**config.mk**
```make
export PLATFORM = sky130hd
export DESIGN_NAME = power_mode_ctrl
export DESIGN_NICKNAME = d
export VERILOG_FILES = /design/src/rtl/power_mode_ctrl.sv
export SDC_FILE = /design/constraint.sdc
export NUM_CORES = 1
export LEC_CHECK = 0
export ABC_AREA = 1
export ABC_CLOCK_PERIOD_IN_PS = 3050
export BUFFER_PORTS_ARGS = -buffer_cell sky130_fd_sc_hd__clkbuf_2
export CORE_ASPECT_RATIO = 0.9
export CORE_MARGIN = 4
export CORE_UTILIZATION = 50
export DETAILED_ROUTE_END_ITERATION = 16
export PLACE_DENSITY_LB_ADDON = 0.05
export SKIP_LAST_GASP = 1
export SYNTH_ARGS = -nofsm -noshare
export SYNTH_HDL_FRONTEND = slang
export SYNTH_SLANG_ARGS = --single-unit
```
**constraint.sdc**
```tcl
create_clock -name clk -period 3.05 [get_ports clk]
set_input_delay 0.305 -clock clk [delete_from_list [all_inputs] [get_ports clk]]
set_output_delay 0.305 -clock clk [all_outputs]
set_load 0.02 [all_outputs]
```
**src/rtl/power_mode_ctrl.sv**
```systemverilog
// Power button / mode switch front end: synchronise, debounce, long-press power FSM and mode gating.
// Build option AUTO_OFF_EN adds an idle timer that powers the car off after IDLE_OFF_CYCLES at mode 00.
module power_mode_ctrl #(
  parameter int unsigned DEBOUNCE_CYCLES   = 2000000,
  parameter int unsigned LONG_PRESS_CYCLES = 100000000,
  parameter int unsigned IDLE_OFF_CYCLES   = 1000000000
) (
  input  logic       clk,
  input  logic       rst,
  input  logic       power_btn,
  input  logic [1:0] mode_selection,
  output logic       power_state,
  output logic [1:0] mode,
  output logic       power_on_pulse,
  output logic       power_off_pulse,
  output logic       mode_change
);

  localparam int unsigned DB_W = $clog2(DEBOUNCE_CYCLES);
  localparam int unsigned LP_W = $clog2(LONG_PRESS_CYCLES);
  localparam logic [DB_W-1:0] DB_LAST = DB_W'(DEBOUNCE_CYCLES - 1);
  localparam logic [LP_W-1:0] LP_LAST = LP_W'(LONG_PRESS_CYCLES - 1);
  localparam logic [LP_W-1:0] LP_FIRE = LP_W'(LONG_PRESS_CYCLES - 2);

  // The release-seen argument relies on the debounce window outlasting the 2-FF synchroniser.
  if (DEBOUNCE_CYCLES < 3 || LONG_PRESS_CYCLES < 2 || IDLE_OFF_CYCLES < 2) begin : g_bad_cfg
    $error("power_mode_ctrl: counter parameters too small");
  end

  typedef enum logic [2:0] {
    S_OFF      = 3'd0,
    S_ARMING   = 3'd1,
    S_ON_HOLD  = 3'd2,
    S_ON       = 3'd3,
    S_OFF_HOLD = 3'd4
  } state_t;

  state_t          state, state_n;
  logic            btn_s1, btn_s2;
  logic [1:0]      sel_s1, sel_s2;
  logic [DB_W-1:0] db_cnt, rel_cnt;
  logic            db_level, seen_rel;
  logic [LP_W-1:0] lp_cnt;
  logic            lp_clr;
  logic            power_n, on_pulse_n, off_pulse_n;
  logic            idle_fire_c;

  always_ff @(posedge clk or negedge rst) begin
    if (!rst) begin
      btn_s1 <= 1'b0;
      btn_s2 <= 1'b0;
      sel_s1 <= 2'b00;
      sel_s2 <= 2'b00;
    end else begin
      btn_s1 <= power_btn;
      btn_s2 <= btn_s1;
      sel_s1 <= mode_selection;
      sel_s2 <= sel_s1;
    end
  end

  // Debounce, plus a release qualifier so a press held through reset cannot arm.
  always_ff @(posedge clk or negedge rst) begin
    if (!rst) begin
      db_cnt   <= '0;
      db_level <= 1'b0;
      rel_cnt  <= '0;
      seen_rel <= 1'b0;
    end else begin
      if (btn_s2 == db_level) begin
        db_cnt <= '0;
      end else if (db_cnt == DB_LAST) begin
        db_level <= btn_s2;
        db_cnt   <= '0;
      end else begin
        db_cnt <= db_cnt + DB_W'(1);
      end

      if (btn_s2) begin
        rel_cnt <= '0;
      end else if (!seen_rel) begin
        if (rel_cnt == DB_LAST) seen_rel <= 1'b1;
        else                    rel_cnt  <= rel_cnt + DB_W'(1);
      end
    end
  end

  always_ff @(posedge clk or negedge rst) begin
    if (!rst)                                              lp_cnt <= '0;
    else if (lp_clr)                                       lp_cnt <= '0;
    else if (state == S_ARMING && db_level && lp_cnt != LP_LAST) lp_cnt <= lp_cnt + LP_W'(1);
  end

`ifdef AUTO_OFF_EN
  localparam int unsigned IDLE_W = $clog2(IDLE_OFF_CYCLES);
  localparam logic [IDLE_W-1:0] IDLE_LAST = IDLE_W'(IDLE_OFF_CYCLES - 1);
  localparam logic [IDLE_W-1:0] IDLE_FIRE = IDLE_W'(IDLE_OFF_CYCLES - 2);

  logic [IDLE_W-1:0] idle_cnt;
  logic              idle_run_c;

  assign idle_run_c = (state == S_ON || state == S_ON_HOLD) && mode == 2'b00;

  always_ff @(posedge clk or negedge rst) begin
    if (!rst)                       idle_cnt <= '0;
    else if (!idle_run_c)           idle_cnt <= '0;
    else if (idle_cnt != IDLE_LAST) idle_cnt <= idle_cnt + IDLE_W'(1);
  end

  // Fires on the edge where the idle count reaches IDLE_OFF_CYCLES-1.
  assign idle_fire_c = idle_run_c && idle_cnt == IDLE_FIRE;
`else
  assign idle_fire_c = 1'b0;
`endif

  always_ff @(posedge clk or negedge rst) begin
    if (!rst) state <= S_OFF;
    else      state <= state_n;
  end

  // Long press fires on the edge where the press count reaches LONG_PRESS_CYCLES-1.
  always_comb begin
    state_n     = state;
    power_n     = power_state;
    on_pulse_n  = 1'b0;
    off_pulse_n = 1'b0;
    lp_clr      = 1'b0;
    case (state)
      S_OFF: begin
        power_n = 1'b0;
        if (db_level && seen_rel) begin
          state_n = S_ARMING;
          lp_clr  = 1'b1;
        end
      end
      S_ARMING: begin
        power_n = 1'b0;
        if (!db_level) begin
          state_n = S_OFF;
        end else if (lp_cnt == LP_FIRE) begin
          state_n    = S_ON_HOLD;
          power_n    = 1'b1;
          on_pulse_n = 1'b1;
        end
      end
      S_ON_HOLD: begin
        power_n = 1'b1;
        if (idle_fire_c) begin
          state_n     = S_OFF_HOLD;
          power_n     = 1'b0;
          off_pulse_n = 1'b1;
        end else if (!db_level) begin
          state_n = S_ON;
        end
      end
      S_ON: begin
        power_n = 1'b1;
        if (db_level) begin
          state_n     = S_OFF_HOLD;
          power_n     = 1'b0;
          off_pulse_n = 1'b1;
        end else if (idle_fire_c) begin
          state_n     = S_OFF;
          power_n     = 1'b0;
          off_pulse_n = 1'b1;
        end
      end
      S_OFF_HOLD: begin
        power_n = 1'b0;
        if (!db_level) state_n = S_OFF;
      end
      default: begin
        state_n = S_OFF;
        power_n = 1'b0;
      end
    endcase
  end

  always_ff @(posedge clk or negedge rst) begin
    if (!rst) begin
      power_state     <= 1'b0;
      power_on_pulse  <= 1'b0;
      power_off_pulse <= 1'b0;
    end else begin
      power_state     <= power_n;
      power_on_pulse  <= on_pulse_n;
      power_off_pulse <= off_pulse_n;
    end
  end

  // Mode tracks the selection only while powered before and after this edge.
  always_ff @(posedge clk or negedge rst) begin
    if (!rst) begin
      mode        <= 2'b00;
      mode_change <= 1'b0;
    end else if (power_state && power_n) begin
      mode        <= sel_s2;
      mode_change <= (sel_s2 != mode);
    end else begin
      mode        <= 2'b00;
      mode_change <= 1'b0;
    end
  end

endmodule

```
* Word-level counts from Yosys, hierarchy flattened
Index checks and enable logic that the tools add are counted.
** Operators by class
- Equality and inequality tests :: 17
- Mux-type cells :: 27
- Bitwise logic cells :: 1
- Add/subtract/negate cells :: 3
- Reduce and logical (&&, ||, !) cells :: 9
** Operator list (count)
- $mux 21 :: 5
- $mux 27 :: 2
- $add 21x1->21 const B :: 2
- $eq 21x21->1 const B :: 2
- $add 27x1->27 const B :: 1
- $eq 27x27->1 const B :: 1
- $ne 27x27->1 const B :: 1
- $mux 3 :: 6
- $pmux 3 s5 :: 1
- $ne 2x2->1 const B :: 6
- $mux 1 :: 11
- $eq 3x2->1 const B :: 2
- $reduce_and 5->1 :: 1
- $logic_and 1x1->1 :: 4
- $reduce_and 2->1 :: 2
- $eq 3x1->1 const B :: 1
- $eq 3x3->1 const B :: 1
- $logic_not 3->1 :: 1
- $ne 3x2->1 const B :: 1
- $pmux 1 s3 :: 1
- $mux 2 :: 1
- $ne 2x2->1 :: 1
- $reduce_bool 2->1 :: 1
- $eq 1x1->1 :: 1
- $not 1->1 :: 1
** Word-level totals
- Flip-flop bits (word level) :: 86
- Output and inout bits :: 6
- Input bits :: 5

* Longest topological paths before layout
- Word-level depth :: 6
- Gate-level depth with buffers :: 12
- Gate-level depth less buffers :: 11

* Least setup slack after synthesis
Ideal clock, no wire load.
- Path type :: register to register
- From :: register rel_cnt[0]
- To :: register rel_cnt[11]
- Period minus slack after synthesis :: 1632 ps
- Cell stages (with the launch flop) :: 10
- Data required time :: 2933 ps
- Library setup time :: 117 ps
- Setup slack :: 1418 ps
- Arrival :: 1515 ps
- Cells stage by stage :: dfrtp_1 ha_1 nand3_1 nor2_2 nand2_1 nor2_1 o21ai_1 clkbuf_1 nand2_1 nand2_1
** On the way
- Longest elaborated chain between the ends :: 4
- Elaborated cells on any way between the ends :: 7
** Ends and longest elaborated chain
- start: declaration :: RTL line 41 : logic [DB_W-1:0] db_cnt, rel_cnt;
- start signal: assignment :: RTL line 83 : else rel_cnt <= rel_cnt + DB_W'(1);
- $add 21x1->21 :: RTL line 83
- $mux 21 :: RTL line 82 : if (rel_cnt == DB_LAST) seen_rel <= 1'b1;
- $mux 21 :: RTL line 81 : end else if (!seen_rel) begin
- $mux 21 :: RTL line 79 : if (btn_s2) begin
Several ways; a longest one is shown, not always the timed one. The select of a mux whose other input is x is not followed.
A chain may end at the register's enable or synchronous reset.

* Final worst setup path
- From :: register rel_cnt[0]
- To :: register rel_cnt[14]
Same word-level chain as after synthesis.

==> impl_results.md <==
* Data required, critical path at 3.32 ns
* Post-synthesis sequential area ratio at 41.5%
* Type of the most critical hold path: input port to flop
* Routed WL per cell at 12.6 microns
* Unrepaired setup endpoints after global routing: no
* Flops & latches, synth at 86
* H-tree Lvls at 3
* Largest net degree at the start of global routing at 48
* Hpwl dp at 8.41 mm
* DRT Pass-1 Iters at 4
* Final hold vios at 0
* Yosys cell types at 33
* Slew Limit Headroom at 47.1%
* Clock Sinks at 86
* Yosys warnings at 0
* Vias in the first global route at 4,330
* Measured slew at the worst slew-check pin at 0.793 ns
* All-Layer GR Usage at 20.3%
* Fill count at 927
* Initial antenna violation count at 0
* Pwr/cell area at 398 nW/um^2
* Mapped Cells at 756
* Row Count at 34
* Final setup fails at 0
* Number of DRC markers in iteration 0 at 271
* Synth top area cells: dfrtp_1 42%, nand2_1 20%, nor2_1 9.6%, xor2_1 5.4%, nand3_1 5.2%
* Final worst slack at 0.611 ns
* FF-to-FF End: rel_cnt[14]$_DFFE_PN0P_
* Top-area cell type share of the netlist area at 41.5%
* Vias per cell at 5.04
* Routability cong. at 0.909
* Clk_lat worst skew at 0.34 ns
* Max VDD drop at 0.283 mV
* FF-to-FF path depth at 10
* Fin. max-slew vios at 0
* DR vias at 4,534
* Gr ovfl total at 0
* First-pass GRT wire length at 19.9 mm
* Floorplan Core Area at 9910 sq um
* Worst-path clk slew at 0.06 ns
* Crit path max fanout at 20
* Post-synth EDFFs at 0
* Post-CTS Resized at 0
* Initial Utilization at 52.3%
* Area delta synth->final at 8.90%
* FMAX at 0.410 GHz
* Final Critical Period at 2.44 ns
* CP Launch Type: flop
* DRT Wirelength at 11.3 mm
* Share of cells above drive strength 1 at 6.85%
* CP startpoint: rel_cnt[0]$_DFFE_PN0P_
* Reg2reg start: rel_cnt[0]$_DFFE_PN0P_
* R2r setup slk at 0.61 ns
* Mapped cell area at 5180 sq um
* CTS tree: done
* Die Span X at 115 microns
* Most common cell in the netlist: nand2_1
* Syn avg cell area at 6.86 sq um
* Top cells by count, synth: 275 x nand2_1, 132 x nor2_1, 86 x dfrtp_1
* Antenna cells at 0
* Fin crit share at 80.0%
* Kind of critical path: flop to flop
* Leak at 0.00273 uW
* Die height at 105 microns
* Critical Path Sink: rel_cnt[14]$_DFFE_PN0P_
* Critical path arrival at 2.71 ns
* Root buffer cell: clkbuf_16
* Post-DRT Antenna Nets at 0
* Synth area leader: dfrtp_1
* CTS Buffer Depth at 2
* Skew final at 0.00660 ns
* Num CTS Buffers at 9
* Fin Setup TNS at 0 ns
* Die Area at 12,100 sq um
* DRC Markers at 0
* Nets at 778
* I/O Buffers at 10
* I/O Pins at 11
* Ys flop type: dfrtp_1
* Hold slack at 0.0703 ns
* Dpl ws at 0.589 ns
* Asr flop ratio synth at 100%
* Max-cap viol count at 0
* Tot Pwr at 2250 uW
* Outcome: complete, no violations
* Worst setup EP type: flop
* Synthesized Nets at 765
[worst min-delay path by stage]
stage	start	endpoint	slack, ns	cells past startpoint
floorplan	rst	btn_s1$_DFF_PN0_	0.009	0
global placement	rst	lp_cnt[23]$_DFFE_PN0P_	0.32	1
detailed placement	rst	lp_cnt[23]$_DFFE_PN0P_	0.32	1
CTS	mode_selection[0]	sel_s1[0]$_DFF_PN0_	0.06	1
global route	mode_selection[0]	sel_s1[0]$_DFF_PN0_	0.05	1
finish	mode_selection[0]	sel_s1[0]$_DFF_PN0_	0.07	1
[layer usage]
layer	track usage, %	vias up	wire [microns]
li1	-	2375	-
met1	29.8	2084	5810
met2	30.3	64	4920
met3	4.45	11	452
met4	5.62	0	144
met5	0	-	0
[metrics by stage]
| stage | instance area [sq um] | utilization [%] | cells |
|---|---|---|---|
| 2_1_floorplan | 5180 | - | 756 |
| 3_3_place_gp | 5360 | 54.1 | 883 |
| 3_5_place_dp | 5360 | 54.1 | 883 |
| 4_1_cts | 5650 | 57.0 | 900 |
| 5_1_grt | 5650 | 57.0 | 900 |
| 6_report | 5650 | 57.0 | 900 |
[logic make-up after synthesis]
kind of cell    count (synthesis)  synth area share (%)
compound gates                 18                  1.88
xor+xnor                       35                  5.91
fa+ha+maj                       4                 0.965
buf+inv                        89                  7.09
flops                          86                  41.5
simple gates                  524                  42.6
[cell usage in the layout (no fill, tap or decap), drive strengths merged, types with 3 or more instances in the layout]
master and n:
nand2 279, or2 4, inv 76, xnor2 3, o21ai 8, nand4 20
nor3 21, buf 5, a21oi 7, ha 4, nor2 139, dfrtp 86
nand3 55, clkbuf 21, xor2 32, nand3b 3
[report_power, final]
group	switching [uW]	internal (uW)
clock	454	578
combinational	39.3	15.7
sequential	12.0	1150
[registers in the layout, summed over array words and instances (netlist names)]
| signal | cells |
|---|---|
| lp_cnt | 27 |
| db_cnt | 21 |
| rel_cnt | 21 |
| state | 3 |
| mode | 2 |
| sel_s1 | 2 |
| sel_s2 | 2 |
| btn_s1 | 1 |
| btn_s2 | 1 |
| db_level | 1 |
| mode_change | 1 |
| power_off_pulse | 1 |
| power_on_pulse | 1 |
| power_state | 1 |
| seen_rel | 1 |
[worst max-delay path, cell delays in order (launching register included)]
cell     delay (ns)
dfrtp_1        0.46
ha_1           0.28
nand3_1        0.18
nor2_2         0.16
nand2_1        0.08
nor2_1         0.14
nor2_1         0.05
buf_4          0.18
nor2_2         0.61
nand2_1        0.12
nand2_1        0.10
[cell type report]
| class | instances | area (sq um) | area share (%) |
|---|---|---|---|
| well taps | 126 | 158 | 2.79 |
| flip-flops and latches | 86 | 2150 | 38.1 |
| multi-input cells | 581 | 2670 | 47.2 |
| clock inverters | 4 | 32.5 | 0.576 |
| clock buffers | 12 | 246 | 4.37 |
| inverters | 76 | 288 | 5.10 |
| repair buffers | 15 | 105 | 1.86 |
[what timing repair did]
action                                 in CTS  in global routing
setup buffers                               0                  0
hold buffers                                1                  0
endpoints found under the hold margin      39                  0
(Power assumes the default switching activity.)
